File: src/rtl/alu_seq.sv
// Registered ALU with valid/ready handshakes on both sides. MUL runs as a
// radix-2 shift-add over WIDTH cycles; every other op completes in one cycle.
module alu_seq #(
    parameter int WIDTH = 8
) (
    input  logic             clk,
    input  logic             rst,
    input  logic             in_valid,
    output logic             in_ready,
    input  logic [WIDTH-1:0] a,
    input  logic [WIDTH-1:0] b,
    input  logic             cin,
    input  logic [2:0]       op,
    output logic             out_valid,
    input  logic             out_ready,
    output logic [WIDTH-1:0] y,
    output logic [WIDTH-1:0] y_hi,
    output logic             cout,
    output logic             bout,
    output logic             zero,
    output logic             ovf
);

    localparam int CW  = $clog2(WIDTH);
    localparam int MSB = WIDTH - 1;
    localparam logic [WIDTH-1:0] WIDTH_B = WIDTH[WIDTH-1:0];

    localparam logic [2:0] OP_AND = 3'b000;
    localparam logic [2:0] OP_OR  = 3'b001;
    localparam logic [2:0] OP_SUB = 3'b010;
    localparam logic [2:0] OP_ADD = 3'b011;
    localparam logic [2:0] OP_XOR = 3'b100;
    localparam logic [2:0] OP_MUL = 3'b101;
    localparam logic [2:0] OP_SHL = 3'b110;
    localparam logic [2:0] OP_SHR = 3'b111;

    typedef enum logic [1:0] {IDLE, BUSY, DONE} state_t;

    state_t             state_q, state_d;
    logic [CW-1:0]      cnt_q, cnt_d;
    logic [WIDTH-1:0]   mcand_q, mcand_d;
    logic [2*WIDTH-1:0] prod_q, prod_d;
    logic [WIDTH-1:0]   y_q, y_d, y_hi_q, y_hi_d;
    logic               cout_q, cout_d, bout_q, bout_d;
    logic               zero_q, zero_d, ovf_q, ovf_d;

    logic [WIDTH:0]     add_full, sub_full, mul_sum;
    logic [2*WIDTH-1:0] prod_next;
    logic [WIDTH-1:0]   alu_y;
    logic               alu_cout, alu_bout, alu_ovf, shift_ok;

    // Single-cycle datapath, evaluated straight from the operand bus at accept.
    always_comb begin
        add_full = {1'b0, a} + {1'b0, b} + {{WIDTH{1'b0}}, cin};
        sub_full = {1'b0, a} - {1'b0, b} - {{WIDTH{1'b0}}, cin};
        shift_ok = (b < WIDTH_B);
        alu_y    = '0;
        alu_cout = 1'b0;
        alu_bout = 1'b0;
        alu_ovf  = 1'b0;
        case (op)
            OP_AND: alu_y = a & b;
            OP_OR:  alu_y = a | b;
            OP_XOR: alu_y = a ^ b;
            OP_ADD: begin
                alu_y    = add_full[WIDTH-1:0];
                alu_cout = add_full[WIDTH];
                alu_ovf  = (a[MSB] == b[MSB]) && (add_full[MSB] != a[MSB]);
            end
            OP_SUB: begin
                alu_y    = sub_full[WIDTH-1:0];
                alu_bout = sub_full[WIDTH];
                alu_ovf  = (a[MSB] != b[MSB]) && (sub_full[MSB] != a[MSB]);
            end
            OP_SHL:  alu_y = shift_ok ? (a << b) : '0;
            OP_SHR:  alu_y = shift_ok ? (a >> b) : '0;
            default: alu_y = '0;
        endcase
    end

    // Shift-add step: the low half starts as the multiplier and shifts out
    // one bit per cycle while partial sums accumulate into the high half.
    always_comb begin
        mul_sum   = {1'b0, prod_q[2*WIDTH-1:WIDTH]}
                  + (prod_q[0] ? {1'b0, mcand_q} : {(WIDTH+1){1'b0}});
        prod_next = {mul_sum, prod_q[WIDTH-1:1]};
    end

    always_comb begin
        state_d = state_q;
        cnt_d   = cnt_q;
        mcand_d = mcand_q;
        prod_d  = prod_q;
        y_d     = y_q;
        y_hi_d  = y_hi_q;
        cout_d  = cout_q;
        bout_d  = bout_q;
        zero_d  = zero_q;
        ovf_d   = ovf_q;
        case (state_q)
            IDLE: begin
                if (in_valid) begin
                    if (op == OP_MUL) begin
                        state_d = BUSY;
                        cnt_d   = '0;
                        mcand_d = a;
                        prod_d  = {{WIDTH{1'b0}}, b};
                    end else begin
                        state_d = DONE;
                        y_d     = alu_y;
                        y_hi_d  = '0;
                        cout_d  = alu_cout;
                        bout_d  = alu_bout;
                        ovf_d   = alu_ovf;
                        zero_d  = (alu_y == '0);
                    end
                end
            end
            BUSY: begin
                prod_d = prod_next;
                cnt_d  = cnt_q + CW'(1);
                if (cnt_q == CW'(WIDTH - 1)) begin
                    state_d = DONE;
                    y_d     = prod_next[WIDTH-1:0];
                    y_hi_d  = prod_next[2*WIDTH-1:WIDTH];
                    cout_d  = 1'b0;
                    bout_d  = 1'b0;
                    ovf_d   = 1'b0;
                    zero_d  = (prod_next == '0);
                end
            end
            DONE: begin
                if (out_ready) begin
                    state_d = IDLE;
                end
            end
            default: state_d = IDLE;
        endcase
    end

    always_ff @(posedge clk) begin
        if (rst) begin
            state_q <= IDLE;
            cnt_q   <= '0;
            mcand_q <= '0;
            prod_q  <= '0;
            y_q     <= '0;
            y_hi_q  <= '0;
            cout_q  <= 1'b0;
            bout_q  <= 1'b0;
            zero_q  <= 1'b0;
            ovf_q   <= 1'b0;
        end else begin
            state_q <= state_d;
            cnt_q   <= cnt_d;
            mcand_q <= mcand_d;
            prod_q  <= prod_d;
            y_q     <= y_d;
            y_hi_q  <= y_hi_d;
            cout_q  <= cout_d;
            bout_q  <= bout_d;
            zero_q  <= zero_d;
            ovf_q   <= ovf_d;
        end
    end

    assign in_ready  = (state_q == IDLE);
    assign out_valid = (state_q == DONE);
    assign y         = y_q;
    assign y_hi      = y_hi_q;
    assign cout      = cout_q;
    assign bout      = bout_q;
    assign zero      = zero_q;
    assign ovf       = ovf_q;

endmodule

File: config.mk
export PLATFORM = sky130hd
export DESIGN_NAME = alu_seq
export DESIGN_NICKNAME = d
export VERILOG_FILES = /design/src/rtl/alu_seq.sv
export SDC_FILE = /design/constraint.sdc
export NUM_CORES = 1
export LEC_CHECK = 0
export CORE_MARGIN = 8
export CORE_UTILIZATION = 62
export DETAILED_ROUTE_END_ITERATION = 8
export HOLD_SLACK_MARGIN = 0.15
export MAX_ROUTING_LAYER = met4
export PLACE_DENSITY = 0.87
export SLEW_MARGIN = 20
export SYNTH_ARGS = -nofsm -noshare
export SYNTH_HDL_FRONTEND = slang
export SYNTH_SLANG_ARGS = --single-unit
File: constraint.sdc
create_clock -name clk -period 7.9 [get_ports clk]
set_input_delay 1.975 -clock clk [delete_from_list [all_inputs] [get_ports clk]]
set_output_delay 1.975 -clock clk [all_outputs]
set_load 0.02 [all_outputs]
==> flow_summary.yaml <==
grt:
  grt_max_degree: 50
  use_met3_pct: 4.23
  antenna_found_initial: 0
  grt_pass1_vias: 3863
  grt_pass1_wl_um: 19300
  grt_usage_pct: 25.1
  grt_overflow: 0
  met2_usage_pct: 39.8
  gr-usage-met1_pct: 32.2
  grt.busiest_layer: "met2"
clocking:
  clk_path_buf_depth: 2
  root_buffer: "clkbuf_8"
  postCtsResizedCells: 0
  tritoncts: "built"
  cts_setup_buffers: 0
  clk_transition_reported_paths_ns: 0.09
  insertion_delay_ns: 0.30
  cts_sinks: 49
  cts_hold_buf: 0
  cts_made_buffers: 5
  h-tree-depth: 2
place:
  place_inst: 614
  place.gp.congestion: 1.05
  postPlaceCellArea_um2: 4660
  place.port_buffers: 45
  hpwl_um: 9290
sta:
  post-route-period-util_pct: 70.4
  tns_ns: 0
  setup_violations: 0
  rsz0062_at_grt: "no"
  maxSlewViolCount: 0
  max_freq_mhz: 180
  slew_headroom_pct: 31.6
  min_period_ns: 5.56
  hold_violations: 0
  worst_pin_slew_ns: 1.02
  skew_ns: 0.00693
worst_setup_path:
  cpPeakStageDelay_ns: 1.11
  cp-end-kind: "flip-flop"
  cp_max_fo: 22
  path_common_cell: "fa_1"
  crit_path_cell_trace: "clkdlybuf4s50_1 -> inv_1 -> fa_1 -> fa_1 -> mux2i_1 -> xnor2_1 -> o21ai_0 -> a221oi_1 -> nand4_1 -> or4_1 -> o32ai_2"
  crit_type: "input port to flip-flop"
  crit_required_ns: 8.12
  startpoint_type: "input port"
  cp.buffers_inverters: 2
  cp.arrival_ns: 5.79
  slowest_stage: "clkdlybuf4s50_1"
  cpLargestDelayFamily: "buffers and inverters"
drt:
  drc: 0
  vias: 3968
  post_drt_wl_per_cell_um: 19.2
  drt_iter0_drc: 269
  drt-pass1-iter-count: 5
  drtAntennaViolNets: 0
  via_per_inst: 6.39
  finalWirelength_um: 11900
logic_synthesis:
  avgSynthCellArea_um2: 8.19
  ys_top_cells_by_area: "dfxtp_1, ha_1, mux2i_1"
  synthFlopType: "dfxtp_1"
  syn_nets: 586
  synth_edf_count: 0
  ys_seq_area_share_pct: 23.2
  syn_inst: 517
  netlist.area_leader.share_pct: 23.2
  ys_types: 68
  async_flop_share_pct: 0
  ys_ff_latch: 49
  yosys.area.top_type: "dfxtp_1"
  synth_warnings: 0
  syn-cell-area_um2: 4230
hold_path:
  hold_path_class: "flip-flop to flip-flop"
die:
  die_w_um: 98.6
  placeableCoreArea_um2: 6720
  rows: 30
  io_pins: 46
  start_util_pct: 63.0
  die-area_um2: 9730
  die_h_um: 98.6
layout:
  n_fill_cell: 559
  diodes: 0
  final_cell_count_no_fill: 621
  fin_nets: 610
  area_growth_pct: 12.6
  drive_above_1_share_pct: 5.18
  final_common_cell: "nor2_1"
  final_cell_mix: "nor2_1, dfxtp_1, clkdlybuf4s50_1, ha_1, nand2_1"
  finalInstanceArea_um2: 4770
power_and_ir_drop:
  power_uw: 632
  peakVddDrop_mv: 0.108
  power.density_nw_per_um2: 133
  p_leak_uw: 0.00196
status:
  run_status: "complete, no violations"
run:
  maxCapViolations: 0
## layout make-up
type / count / area, um^2 / share of cell area, %
inverters: 32 / 146 / 3.07
well taps: 80 / 100 / 2.10
clock buffers: 5 / 68.8 / 1.44
flip-flops and latches: 49 / 981 / 20.6
multi-input cells: 406 / 2970 / 62.3
clock inverters: 2 / 35.0 / 0.735
repair buffers: 47 / 465 / 9.76
## where the power goes
group / leakage [uW] / internal [uW] / switching (uW)
logic: 0.00151 / 85.7 / 115
clock network: 0.0000540 / 92.0 / 79.3
registers: 0.000397 / 254 / 6.28
total: 0.00196 / 432 / 201
## path summary, 6_finish.rpt
path             start       to  slack (ns)  cells past startpoint
max               b[0]     zero        2.34                     11
max reg2reg  prod_q[0]     zero        5.06                     10
min reg2reg    y_hi[5]  y_hi[5]        0.46                      2
min            y_hi[5]  y_hi[5]        0.46                      2
## layer usage
layer | part of all wire (%) | vias up
met5 | 0 | -
met4 | 1.5 | 0
met3 | 7.2 | 19
met2 | 47 | 165
met1 | 44 | 1877
li1 | - | 1907
## through the flow
step | worst slack, ns | hold slack, ns | util (%)
6_report | 2.34 | 0.462 | 70.9
5_1_grt | 2.17 | 0.478 | 70.9
4_1_cts | 2.41 | 0.465 | 70.9
3_5_place_dp | 2.11 | 0.452 | 69.4
3_3_place_gp | 2.24 | 0.438 | 69.4
2_1_floorplan | 3.41 | 0.444 | -
## cell usage after synthesis (7+ instances only)
library cell	n
ha_1	40
nand2b_1	13
clkbuf_1	22
nor3_1	11
mux4_2	7
a22oi_1	15
nand2_1	39
and2_1	9
inv_1	30
o21ai_0	15
mux2i_1	26
a311oi_1	8
xor2_1	8
a21oi_1	28
a211oi_1	9
dfxtp_1	49
o211ai_1	7
nor2_1	69
## worst register-to-register path: stages (launching register included)
cell	delay, ns
dfxtp_1	0.38
and2_1	0.17
ha_1	0.20
fa_1	0.47
a21o_1	0.19
a211oi_1	0.22
a21oi_1	0.11
or4_1	0.52
nor3_1	0.19
a31oi_1	0.17
o32ai_2	0.14
## registers in the layout, summed over array words and instances (netlist names)
name / cells
bout: 1
cnt_q: 3
cout: 1
mcand_q: 8
ovf: 1
prod_q: 16
state_q: 2
y: 8
y_hi: 8
zero: 1
## cells by family after synthesis
| kind of cell | count (synthesis) | share of synthesized area, % |
|---|---|---|
| simple gates | 181 | 20.4 |
| compound gates | 128 | 21.2 |
| buf+inv | 62 | 6.74 |
| flops | 49 | 23.2 |
| fa+ha+maj | 45 | 14.2 |
| mux | 39 | 11.6 |
| xor+xnor | 13 | 2.69 |
Note: power is estimated with default switching activity, not from simulation.
